==> src/rtl/sequence_frame_transmitter.sv <==
// sequence_frame_transmitter
// Serializes a parallel payload word MSB-first as a frame: preamble,
// bit-stuffed payload and a trailing zero gap. Stuffing inserts a 0 after
// every two consecutive 1s on the line, so the receive-side "111" detector
// can only fire on the preamble.
//
// Handshake: a word transfers on a rising clock edge where in_valid and
// in_ready are both high; in_ready is high exactly while the FSM is IDLE,
// including the single done cycle that closes a frame.
//
// Timing: out/out_valid/done are registered and show the bit chosen at the
// previous edge; the state register names the frame section currently on
// the line.
`timescale 1ns/1ps
module sequence_frame_transmitter #(
   parameter int                  DATA_W     = 8,
   parameter int                  PRE_LEN    = 3,
   parameter logic [PRE_LEN-1:0]  PREAMBLE   = 3'b111,
   parameter int                  GAP_CYCLES = 2
) (
   input  logic              clk,
   input  logic              reset,
   input  logic              in_valid,
   input  logic [DATA_W-1:0] in_data,
   output logic              in_ready,
   output logic              out,
   output logic              out_valid,
   output logic              busy,
   output logic              done
);

   localparam int PW = (PRE_LEN > 1) ? $clog2(PRE_LEN) : 1;
   localparam int DW = $clog2(DATA_W + 1);
   localparam int GW = (GAP_CYCLES > 1) ? $clog2(GAP_CYCLES) : 1;
   localparam logic [PW-1:0] PRE_LAST = PW'(PRE_LEN - 1);
   localparam logic [DW-1:0] DATA_ALL = DW'(DATA_W);
   localparam logic [GW-1:0] GAP_LAST = GW'((GAP_CYCLES > 0) ? GAP_CYCLES - 1 : 0);

   typedef enum logic [1:0] {IDLE, PRE, DATA, GAP} state_t;

   state_t              state, state_n;
   logic [DATA_W-1:0]   shreg, shreg_n;
   logic [PRE_LEN-1:0]  pre_sr, pre_sr_n;
   logic [PW-1:0]       pre_cnt, pre_cnt_n;
   logic [DW-1:0]       data_cnt, data_cnt_n;
   logic [GW-1:0]       gap_cnt, gap_cnt_n;
   logic [1:0]          run, run_n;
   logic [1:0]          run_inc;
   logic                out_n, valid_n, done_n;
   logic                data_step;

   assign in_ready = (state == IDLE);
   assign busy     = !in_ready;
   assign run_inc  = (run == 2'd2) ? 2'd2 : run + 2'd1;

   // State, counters, shift registers and registered outputs.
   always_ff @(posedge clk or posedge reset) begin
      if (reset) begin
         state     <= IDLE;
         shreg     <= '0;
         pre_sr    <= '0;
         pre_cnt   <= '0;
         data_cnt  <= '0;
         gap_cnt   <= '0;
         run       <= 2'd0;
         out       <= 1'b0;
         out_valid <= 1'b0;
         done      <= 1'b0;
      end else begin
         state     <= state_n;
         shreg     <= shreg_n;
         pre_sr    <= pre_sr_n;
         pre_cnt   <= pre_cnt_n;
         data_cnt  <= data_cnt_n;
         gap_cnt   <= gap_cnt_n;
         run       <= run_n;
         out       <= out_n;
         out_valid <= valid_n;
         done      <= done_n;
      end
   end

   // Next state and the next bit to place on the line.
   always_comb begin
      state_n    = state;
      shreg_n    = shreg;
      pre_sr_n   = pre_sr;
      pre_cnt_n  = pre_cnt;
      data_cnt_n = data_cnt;
      gap_cnt_n  = gap_cnt;
      run_n      = run;
      out_n      = out;
      valid_n    = out_valid;
      done_n     = 1'b0;
      data_step  = 1'b0;

      case (state)
         IDLE: begin
            out_n   = 1'b0;
            valid_n = 1'b0;
            if (in_valid) begin
               state_n    = PRE;
               shreg_n    = in_data;
               pre_sr_n   = PREAMBLE << 1;
               pre_cnt_n  = '0;
               data_cnt_n = '0;
               out_n      = PREAMBLE[PRE_LEN-1];
               valid_n    = 1'b1;
               run_n      = PREAMBLE[PRE_LEN-1] ? 2'd1 : 2'd0;
            end
         end
         PRE: begin
            if (pre_cnt == PRE_LAST) begin
               state_n   = DATA;
               data_step = 1'b1;
            end else begin
               out_n     = pre_sr[PRE_LEN-1];
               pre_sr_n  = pre_sr << 1;
               pre_cnt_n = pre_cnt + 1'b1;
               run_n     = pre_sr[PRE_LEN-1] ? run_inc : 2'd0;
            end
         end
         DATA: begin
            // A pending stuff is always sent, even after the last payload bit.
            if (run == 2'd2 || data_cnt != DATA_ALL) begin
               data_step = 1'b1;
            end else if (GAP_CYCLES == 0) begin
               state_n = IDLE;
               out_n   = 1'b0;
               valid_n = 1'b0;
               done_n  = 1'b1;
               run_n   = 2'd0;
            end else begin
               state_n   = GAP;
               out_n     = 1'b0;
               gap_cnt_n = '0;
               run_n     = 2'd0;
            end
         end
         GAP: begin
            out_n = 1'b0;
            if (gap_cnt == GAP_LAST) begin
               state_n = IDLE;
               valid_n = 1'b0;
               done_n  = 1'b1;
            end else begin
               gap_cnt_n = gap_cnt + 1'b1;
            end
         end
         default: state_n = IDLE;
      endcase

      // One payload-section cycle: stuffed 0 after two 1s, else next payload bit.
      if (data_step) begin
         if (run == 2'd2) begin
            out_n = 1'b0;
            run_n = 2'd0;
         end else begin
            out_n      = shreg[DATA_W-1];
            shreg_n    = shreg << 1;
            data_cnt_n = data_cnt + 1'b1;
            run_n      = shreg[DATA_W-1] ? run_inc : 2'd0;
         end
      end
   end

endmodule

==> config.mk <==
export PLATFORM = sky130hd
export DESIGN_NAME = sequence_frame_transmitter
export DESIGN_NICKNAME = d
export VERILOG_FILES = /design/src/rtl/sequence_frame_transmitter.sv
export SDC_FILE = /design/constraint.sdc
export NUM_CORES = 1
export LEC_CHECK = 0
export CAP_MARGIN = 5
export CORE_UTILIZATION = 50
export CTS_BUF_LIST = sky130_fd_sc_hd__clkbuf_8
export DETAILED_ROUTE_END_ITERATION = 12
export PLACE_DENSITY = 0.72
export SYNTH_ARGS = -nofsm -noshare
export SYNTH_HDL_FRONTEND = slang
export SYNTH_SLANG_ARGS = --single-unit
==> constraint.sdc <==
create_clock -name clk -period 3.05 [get_ports clk]
set_input_delay 0.61 -clock clk [delete_from_list [all_inputs] [get_ports clk]]
set_output_delay 0.61 -clock clk [all_outputs]
set_load 0.01 [all_outputs]
# --- After elaboration in Yosys (flattened, before gate mapping) ---
# Index checks and enable logic that the tools add are counted.
classes:
  eq_ne: 14
  n_addsub: 4
  reduce_logical: 13
  n_mux: 42
op_table:
  columns: ["operator", "n"]
  rows:
  - ["$mux 8", 4]
  - ["$mux 2", 13]
  - ["$mux 4", 4]
  - ["$mux 1", 11]
  - ["$ne 2x2->1 const B", 5]
  - ["$eq 2x2->1 const B", 4]
  - ["$pmux 2 s4", 1]
  - ["$reduce_and 4->1", 2]
  - ["$mux 3", 2]
  - ["$ne 3x3->1 const B", 2]
  - ["$pmux 1 s2", 3]
  - ["$pmux 2 s3", 1]
  - ["$pmux 3 s2", 1]
  - ["$reduce_and 2->1", 3]
  - ["$reduce_bool 2->1", 3]
  - ["$add 2x1->2 const B", 2]
  - ["$add 4x1->4 const B", 1]
  - ["$ne 4x4->1 const B", 1]
  - ["$pmux 1 s4", 1]
  - ["$pmux 2 s2", 1]
  - ["$reduce_bool 4->1", 1]
  - ["$ne 3x2->1 const B", 1]
  - ["$reduce_and 3->1", 1]
  - ["$eq 2x1->1 const B", 1]
  - ["other kinds (4)", 4]
totals:
  inputBits: 11
  output_inout_bits: 5
  register_bits: 25
  wordCells: 83

# --- Logic depth before layout (Yosys ltp) ---
# Gate-level depths: netlist of run 1.
depth:
  word_depth: 6
  depth_mapped: 9
  mapped_depth_nobuf: 6

# --- Worst setup path after synthesis of run 1 ---
# OpenSTA, ideal clock, no wires.
synth_path:
  path_kind: "flip-flop to flip-flop"
  startpoint: "reg state[0]"
  endpoint: "reg run[0]"
  t_arrival_ns: 1.679
  path_stages_with_launch: 8
  setup_ns: 0.128
  t_required_ns: 2.922
  period_less_slack_ns: 1.806
  path_buffers: 1
  setup_slack_ns: 1.244
  cell_sequence: "dfrtp_1 inv_1 ha_1 buf_2 nor2b_1 nor2_1 mux2i_1 mux2_1"
synth_via:
  word_cells_on_any_way: 11
  cone_classes: "5 x eq/ne; 3 x mux; 3 x reduce/logical"
synth_lines:
  columns: ["element", "line_no", "rtl"]
  rows:
  - ["start, declared", "41", "state_t state, state_n;"]
  - ["start signal, assigned", "70", "state <= state_n;"]
  - ["$logic_not 2->1 *", null, null]
  - ["named net in_ready", "25", "output logic in_ready,"]
  - ["$ne 3x2->1 (no line), or another cell as far along", null, null]
  - ["$reduce_and 4->1 (no line) / $mux 2 (equally long branches)", null, null]
  - ["end signal, assigned", "76", "run <= run_n;"]
  - ["end, declared", "47", "logic [1:0] run, run_n;"]
# The timed path passes the listed nets; every way through them passes the cells marked *.
# A chain may end at the register's enable or synchronous reset.

# --- Worst setup path after layout of run 1 ---
layout_path:
  startpoint: "reg state[0]"
  endpoint: "out in_ready"
layout_via:
  elab_chain_cells: 1
layout_rtl:
  columns: ["element", "line_no", "rtl"]
  rows:
  - ["$logic_not 2->1", "52", "assign in_ready = (state == IDLE);"]
  - ["end, declared", "25", null]
# No other way between the ends.

==> results.py, run 1 <==
metrics = {
    "route": {
        "route.detailed.drc": 0,
        "wl_met3_um": 65,
        "routedWlPerCell_um": 14.4,
        "vias": 1058,
        "highest_layer": "met4",
        "routed_wl_um": 2720,
        "route.met2.wl_um": 1350,
        "drt_iter0_markers": 27,
        "dr.pass1.iters": 4,
        "wl_met1_um": 1290,
        "final_antenna_net_count": 0,
        "vias_per_cell": 5.63,
    },
    "timing": {
        "slew_headroom_pct": 41.0,
        "rsz0062_at_grt": "no",
        "worst_slew_pin_slew_ns": 0.885,
        "setup_violations": 0,
        "finClkSkew_ns": 0.00228,
        "tns_ns": 0,
        "hold_violations": 0,
        "drv_slew": 0,
        "max_freq_mhz": 414,
        "fin_crit_ns": 2.41,
        "period_share_pct": 79.1,
    },
    "layout": {
        "final_layout_size_suffix_gt1_share_pct": 8.23,
        "fin_area_um2": 1650,
        "fillCellCount": 214,
        "diodes": 0,
        "area_growth_pct": 16.2,
        "layout.nets": 179,
    },
    "critical_path": {
        "cp.required_ns": 2.44,
        "reg2reg_from": "pre_cnt[0]",
        "cp_num_buf_inv": 2,
        "path_delay_family": "buffers and inverters",
        "worstSetupStartpoint": "state[0]",
        "cp-start-kind": "flip-flop",
        "critPathMaxFanout": 11,
        "path_cells": "inv_1 > ha_1 > clkdlybuf4s50_1",
        "worstSetupPathType": "reg2out",
        "cpPeakStageDelay_ns": 0.61,
        "worstPathArrival_ns": 1.80,
        "endpoint_kind": "output pin",
        "crit_slowest_cell": "clkdlybuf4s50_1",
    },
    "floorplan": {
        "rows": 18,
        "start_util_pct": 55.3,
        "die_h_um": 55.3,
        "die_width_um": 55.3,
        "die_area_um2": 3050,
        "io_pins": 16,
        "design.core.area_um2": 2570,
    },
    "pwr": {
        "p_int_uw": 1070,
        "combPwrFrac_pct": 52.5,
        "p_seq_share_pct": 31.8,
        "power_leakage_uw": 0.000787,
        "p_sw_uw": 711,
        "p_per_area_nw_per_um2": 1080,
        "swShare_pct": 40.0,
        "vdd_ir_drop_max_mv": 0.592,
        "p_clk_share_pct": 15.7,
    },
    "synth": {
        "synth_flop_cell": "dfrtp_1",
        "synth_top_family_by_area": "compound AO/OA/AOI/OAI gates",
        "synth_area_leaders": "dfrtp_1 42%, ha_1 7.9%, mux2i_1 7.1%, nand2_1 4.8%, inv_1 3.4%",
        "synth_most_common_cell": "dfrtp_1",
        "yosysTopAreaCell": "dfrtp_1",
        "synth_common_cells": "24 x dfrtp_1, 18 x nand2_1, 13 x inv_1",
        "syn_inst": 143,
        "ys_warn_count": 0,
        "avgSynthCellArea_um2": 9.92,
        "yosysSeqAreaShare_pct": 42.3,
        "synth_edf_count": 0,
        "synth-seq-cells": 24,
        "synthXorXnorAreaFrac_pct": 0,
        "synth_nets": 163,
        "synth_compound_area_share_pct": 18.7,
        "async_reset_ff_share_pct": 100,
        "synth.distinct_cells": 41,
        "synth_top_cell_area_share_pct": 42.3,
        "netlist_area_um2": 1420,
        "synth_fa_ha_area_share_pct": 7.94,
        "muxShareOfSynthArea_pct": 8.64,
        "yosys.area_share.simple_pct": 16.1,
    },
    "place": {
        "hpwlAfterDp_um": 2060,
        "dpl-instance-area_um2": 1580,
        "port_buffers": 15,
        "place.gp.congestion": 0.970,
    },
    "global_routing": {
        "grt_pass1_vias": 1080,
        "antenna_found_initial": 0,
        "grt_pass1_wl_um": 4880,
        "overflow": 0,
        "track_usage_pct": 19.8,
        "grt_max_degree": 25,
    },
    "clocking": {
        "clk_path_buf_depth": 2,
        "htree_levels": 1,
        "cts_buffers": 3,
        "clkTransAtPathRegs_ns": 0.08,
        "ctsHoldBuffers": 0,
        "post-cts-setup-buffers": 0,
        "cts-resized-gates": 0,
        "cts.sinks": 24,
        "clock_latency_ns": 0.26,
        "tritoncts": "built",
        "root_buffer": "clkbuf_8",
    },
    "worst_hold_path": {
        "hold_path.class": "reg2reg",
        "min_from": "run[0]",
    },
    "status": {
        "outcome": "finished clean",
    },
    "run": {
        "cap_violations": 0,
    },
}
[worst paths after layout]
check | endpoint | slack, ns | cells after the start
worst max-delay path | in_ready | 0.64 | 3
worst min-delay path | run[0] | 0.50 | 1
worst max register to register | data_cnt[3] | 0.76 | 6
worst min register to register | run[0] | 0.50 | 1
max in group asynchronous | shreg[1] | 1.67 | 2
min in group asynchronous | shreg[5] | 0.84 | 2
[flip-flops by register name (all words and copies together), names as in the netlist]
signal,flops
data_cnt,4
done,1
gap_cnt,1
out,1
out_valid,1
pre_cnt,2
pre_sr,2
run,2
shreg,8
state,2
[worst register-to-register path, stage by stage, from the launching register on]
cell     delay, ns
dfrtp_1       0.42
inv_1         0.07
ha_1          0.36
nand2_1       0.16
o32ai_2       0.68
a21oi_1       0.17
a211o_1       0.33
[logic make-up after synthesis]
group                    count (synthesis)
AO/OA/AOI/OAI                           39
flip-flops                              24
multiplexers                            12
AND/OR/NAND/NOR                         40
adder cells (fa/ha/maj)                  9
buffers and inverters                   19
[layer usage]
metal / global-route usage, % / vias to the layer above
met2: 31.8 / 19
met5: 0 / -
met4: 6.79 / 0
met3: 3.28 / 2
met1: 27.0 / 506
li1: - / 531
[power by group through the flow]
| stage | Sequential, uW | Clock [uW] | Combinational, uW |
|---|---|---|---|
| after global routing | 587 | 301 | 1040 |
| after CTS | 568 | 288 | 932 |
| after floorplan | 556 | 0 | 723 |
| final | 566 | 279 | 934 |
| after global placement | 565 | 0 | 897 |
| after detailed placement | 574 | 0 | 929 |
[layout by cell type, fill, tap and decap left out, types with 2 or more instances in the layout]
cell,n
nor3_1,3
clkbuf_8,3
nor2_1,3
o21ai_1,8
o21ai_0,8
nand2_1,18
a21oi_1,9
nand3b_1,2
inv_1,13
nor2b_1,4
ha_1,9
dfrtp_1,24
nand3_1,2
clkdlybuf4s50_1,15
mux2i_1,10
[area by class of cell]
type	instances	area (um2)	share of cell area [%]
clock buffer	3	41.3	2.50
clock inverter	1	30.0	1.82
inverter	14	52.6	3.19
multi-input combinational	100	729	44.2
sequential	24	601	36.4
tap	30	37.5	2.28
timing repair buffer	16	158	9.56
[per-stage QoR]
step	instances	worst slack [ns]	hold WS (ns)	total power, uW	utilization [%]
final	188	0.637	0.497	1780	64.2
after global placement	184	0.840	0.475	1460	61.5
after detailed placement	184	0.757	0.482	1500	61.5
after floorplan	143	1.24	0.454	1280	-
after CTS	188	0.665	0.502	1790	64.2
after global routing	188	0.554	0.547	1930	64.2
Power figures use the tool's default switching activity.
==> run 2: changes to the inputs <==
clock period = 2.5 ns   (was 3.05 ns; I/O delays follow)
==> results.py, run 2 (same netlist as run 1, synthesis figures left out) <==
metrics = {
    "status": {
        "outcome": "finished clean",
    },
    "clocking": {
        "clock_latency_ns": 0.27,
        "htree_levels": 1,
        "cts.sinks": 24,
        "clk_path_buf_depth": 2,
        "root_buffer": "clkbuf_8",
        "post-cts-setup-buffers": 0,
        "tritoncts": "built",
        "cts_buffers": 3,
        "ctsHoldBuffers": 0,
        "cts-resized-gates": 0,
        "clkTransAtPathRegs_ns": 0.09,
    },
    "layout": {
        "largest_reg_flops": 8,
        "fillCellCount": 208,
        "diodes": 0,
        "layout.nets": 181,
        "fin_area_um2": 1650,
        "top_regs": "shreg (8), data_cnt (4)",
        "final_layout_size_suffix_gt1_share_pct": 9.38,
        "layout_commonest_cell": "dfrtp_1",
        "area_growth_pct": 16.1,
        "final_core_util_pct": 64.2,
        "regMostFlops": "shreg",
        "final_cell_mix": "24 x dfrtp_1, 18 x nand2_1, 15 x clkdlybuf4s50_1",
    },
    "global_routing": {
        "grt_pass1_vias": 1059,
        "grt_max_degree": 25,
        "track_usage_pct": 20.1,
        "grt_pass1_wl_um": 4940,
        "overflow": 0,
        "antenna_found_initial": 0,
    },
    "route": {
        "dr.pass1.iters": 4,
        "final_antenna_net_count": 0,
        "vias": 1062,
        "drt_iter0_markers": 21,
        "routed_wl_um": 2770,
        "route.detailed.drc": 0,
        "vias_per_cell": 5.59,
        "routedWlPerCell_um": 14.6,
    },
    "pwr": {
        "vdd_ir_drop_max_mv": 0.966,
        "power_leakage_uw": 0.000790,
        "p_per_area_nw_per_um2": 1290,
    },
    "place": {
        "port_buffers": 15,
        "dpl-instance-area_um2": 1590,
        "hpwlAfterDp_um": 2020,
        "place.gp.congestion": 0.872,
    },
    "critical_path": {
        "cp_num_buf_inv": 2,
        "worstSetupPathType": "reg2out",
        "cp.required_ns": 2.00,
        "critPathMaxFanout": 11,
        "path_delay_family": "buffers and inverters",
        "cp-start-kind": "flip-flop",
        "cpPeakStageDelay_ns": 0.61,
        "path_cells": "inv_1 > ha_1 > clkdlybuf4s50_1",
        "endpoint_kind": "output pin",
        "crit_slowest_cell": "clkdlybuf4s50_1",
        "worstPathArrival_ns": 1.79,
    },
    "floorplan": {
        "die_h_um": 55.3,
        "start_util_pct": 55.3,
        "io_pins": 16,
        "rows": 18,
        "design.core.area_um2": 2570,
        "die_width_um": 55.3,
        "die_area_um2": 3050,
    },
    "timing": {
        "hold_violations": 0,
        "slew_headroom_pct": 63.1,
        "drv_slew": 0,
        "max_freq_mhz": 437,
        "finClkSkew_ns": 0.00728,
        "worst_slew_pin_slew_ns": 0.551,
        "setup_violations": 0,
        "fin_crit_ns": 2.29,
        "tns_ns": 0,
        "rsz0062_at_grt": "no",
        "period_share_pct": 91.6,
        "whs_ns": 0.485,
    },
    "worst_hold_path": {
        "hold_path.class": "reg2reg",
    },
    "run": {
        "cap_violations": 0,
    },
}
-- run 2: cell type report --
class / instances / area (um2) / share of cell area, %
inverters: 14 / 52.6 / 3.19
well taps: 30 / 37.5 / 2.28
clock buffers: 4 / 55.1 / 3.34
multi-input cells: 100 / 729 / 44.3
flip-flops and latches: 24 / 601 / 36.4
repair buffers: 18 / 173 / 10.5
-- run 2: path summary, 6_finish.rpt --
kind	startpoint	slack [ns]	to	cells after the start
max in group asynchronous	reset	1.70	data_cnt[2]	3
min in group asynchronous	reset	0.56	shreg[4]	3
max reg2reg	state[0]	0.49	run[0]	6
min	shreg[3]	0.48	shreg[4]	2
max	state[0]	0.21	in_ready	3
min reg2reg	shreg[3]	0.48	shreg[4]	2
-- run 2: per-layer routing --
| layer | global-route usage (%) | share of wire (%) |
|---|---|---|
| met1 | 26.2 | 46 |
| met2 | 33.7 | 50 |
| met3 | 4.92 | 2.5 |
| met4 | 4.29 | 0.83 |
| met5 | 0 | 0 |
-- run 2: stage by stage --
step / power [uW] / instances / setup slack, ns
floorplan: 1560 / 143 / 0.694
global placement: 1790 / 186 / 0.515
detailed placement: 1840 / 186 / 0.475
CTS: 2130 / 190 / 0.225
global route: 2290 / 190 / 0.0920
finish: 2130 / 190 / 0.211
-- run 2: where the power goes --
group,internal (uW),leakage [uW],switching (uW)
Clock,141,0.0000288,128
Sequential,568,0.000298,131
Combinational,536,0.000464,622
Total,1240,0.000790,881
-- run 2: worst reg2reg max path, stage by stage (launching register included) --
cell	delay (ns)
dfrtp_1	0.44
inv_1	0.11
ha_1	0.37
nor2b_1	0.33
nor2_1	0.08
mux2i_1	0.23
mux2_1	0.35
==> run 3: changes to the inputs <==
SKIP_LAST_GASP = 1   (was default)
clock period = 2.75 ns   (was 2.5 ns; I/O delays follow)
==> results.py, run 3 (same netlist as run 1, synthesis figures left out) <==
metrics = {
    "route": {
        "dr.pass1.iters": 4,
        "drt_iter0_markers": 25,
        "route.detailed.drc": 0,
        "vias_per_cell": 5.74,
        "routed_wl_um": 2940,
        "routedWlPerCell_um": 15.6,
        "vias": 1085,
        "final_antenna_net_count": 0,
    },
    "layout": {
        "fillCellCount": 218,
        "area_growth_pct": 16.8,
        "layout_commonest_cell": "dfrtp_1",
        "regMostFlops": "shreg",
        "final_core_util_pct": 64.5,
        "top_regs": "shreg (8), data_cnt (4)",
        "final_layout_size_suffix_gt1_share_pct": 8.81,
        "layout.nets": 180,
        "final_cell_mix": "24 x dfrtp_1, 18 x nand2_1, 15 x clkdlybuf4s50_1",
        "largest_reg_flops": 8,
        "fin_area_um2": 1660,
        "diodes": 0,
        "finalNonFillerCells": 189,
    },
    "clocking": {
        "tritoncts": "built",
        "htree_levels": 1,
        "cts-resized-gates": 0,
        "cts.sinks": 24,
        "clkTransAtPathRegs_ns": 0.09,
        "root_buffer": "clkbuf_8",
        "ctsHoldBuffers": 0,
        "clk_path_buf_depth": 2,
        "post-cts-setup-buffers": 0,
        "cts_buffers": 3,
        "clock_latency_ns": 0.27,
    },
    "worst_hold_path": {
        "min_from": "shreg[6]",
        "hold_path.class": "reg2reg",
        "holdPathEnd": "shreg[7]",
        "min_path_cells": 2,
    },
    "timing": {
        "tns_ns": 0,
        "drv_slew": 0,
        "max_freq_mhz": 429,
        "period_share_pct": 84.9,
        "hold_violations": 0,
        "worst_slew_pin_slew_ns": 0.577,
        "slew_headroom_pct": 61.5,
        "finClkSkew_ns": 0.00268,
        "fin_crit_ns": 2.33,
        "rsz0062_at_grt": "no",
        "setup_violations": 0,
    },
    "place": {
        "dp.cells": 185,
        "hpwlAfterDp_um": 2150,
        "place.gp.congestion": 0.858,
        "port_buffers": 15,
        "dpl-instance-area_um2": 1590,
    },
    "floorplan": {
        "io_pins": 16,
        "start_util_pct": 55.3,
        "die_width_um": 55.3,
        "die_area_um2": 3050,
        "design.core.area_um2": 2570,
        "die_h_um": 55.3,
        "rows": 18,
    },
    "critical_path": {
        "worstPathArrival_ns": 1.78,
        "worstSetupPathType": "reg2out",
        "endpoint_kind": "output pin",
        "cp-start-kind": "flip-flop",
        "cp.required_ns": 2.20,
        "reg2reg_from": "state[0]",
        "r2r_end": "data_cnt[3]",
        "r2r_setup_slack_ns": 0.68,
        "critPathMaxFanout": 11,
        "reg2regPathDepth": 7,
        "worstSetupStartpoint": "state[0]",
    },
    "global_routing": {
        "grt_pass1_vias": 1108,
        "track_usage_pct": 21.2,
        "antenna_found_initial": 0,
        "overflow": 0,
        "grt_pass1_wl_um": 5090,
        "grt_max_degree": 25,
    },
    "status": {
        "outcome": "finished clean",
    },
    "pwr": {
        "vdd_ir_drop_max_mv": 0.669,
        "p_per_area_nw_per_um2": 1200,
        "power_leakage_uw": 0.000792,
    },
    "run": {
        "cap_violations": 0,
    },
}
-- run 3: cell types whose count changed in the layout (fill, tap and decap cells not counted), sizes merged --
| cell | before | now |
|---|---|---|
| buf | 3 | 2 |
| bufinv | 0 | 1 |
| clkbuf | 4 | 3 |
-- run 3: metal layers --
metal  share of wire [%]  global-route usage [%]  vias up  wire, um
met5                   0                       0        -         0
met4                 2.5                    11.8        0        73
met3                 2.0                    2.11        7        59
met2                  51                    36.3       18      1490
met1                  45                    25.9      530      1320
li1                    -                       -      530         -
-- run 3: critical path: stages, from the launching register on --
cell and delay, ns:
dfrtp_1 0.42, inv_1 0.10, ha_1 0.38, clkdlybuf4s50_1 0.61
-- run 3: how the worst max path moves through the flow --
stage / to
floorplan: run[0]
global placement: run[0]
detailed placement: run[0]
CTS: in_ready
global route: in_ready
finish: in_ready
-- run 3: per-stage QoR --
stage | total power, uW | hold WS [ns] | setup WS (ns)
2_1_floorplan | 1420 | 0.454 | 0.944
3_3_place_gp | 1620 | 0.468 | 0.720
3_5_place_dp | 1680 | 0.480 | 0.631
4_1_cts | 2000 | 0.501 | 0.418
5_1_grt | 2150 | 0.530 | 0.312
6_report | 1990 | 0.499 | 0.416
-- run 3: power by group --
| part | switching (uW) | internal [uW] | total [uW] |
|---|---|---|---|
| Combinational | 569 | 475 | 1040 |
| Sequential | 115 | 517 | 632 |
| Clock | 121 | 195 | 316 |
| Total | 805 | 1190 | 1990 |
-- run 3: cell type report --
cell class	instances	area [um2]	share of cell area [%]
multi-input cells	100	729	44.0
flip-flops and latches	24	601	36.3
repair buffers	17	165	9.97
inverters	14	52.6	3.17
clock buffers	3	41.3	2.49
well taps	30	37.5	2.27
clock inverters	1	30.0	1.81
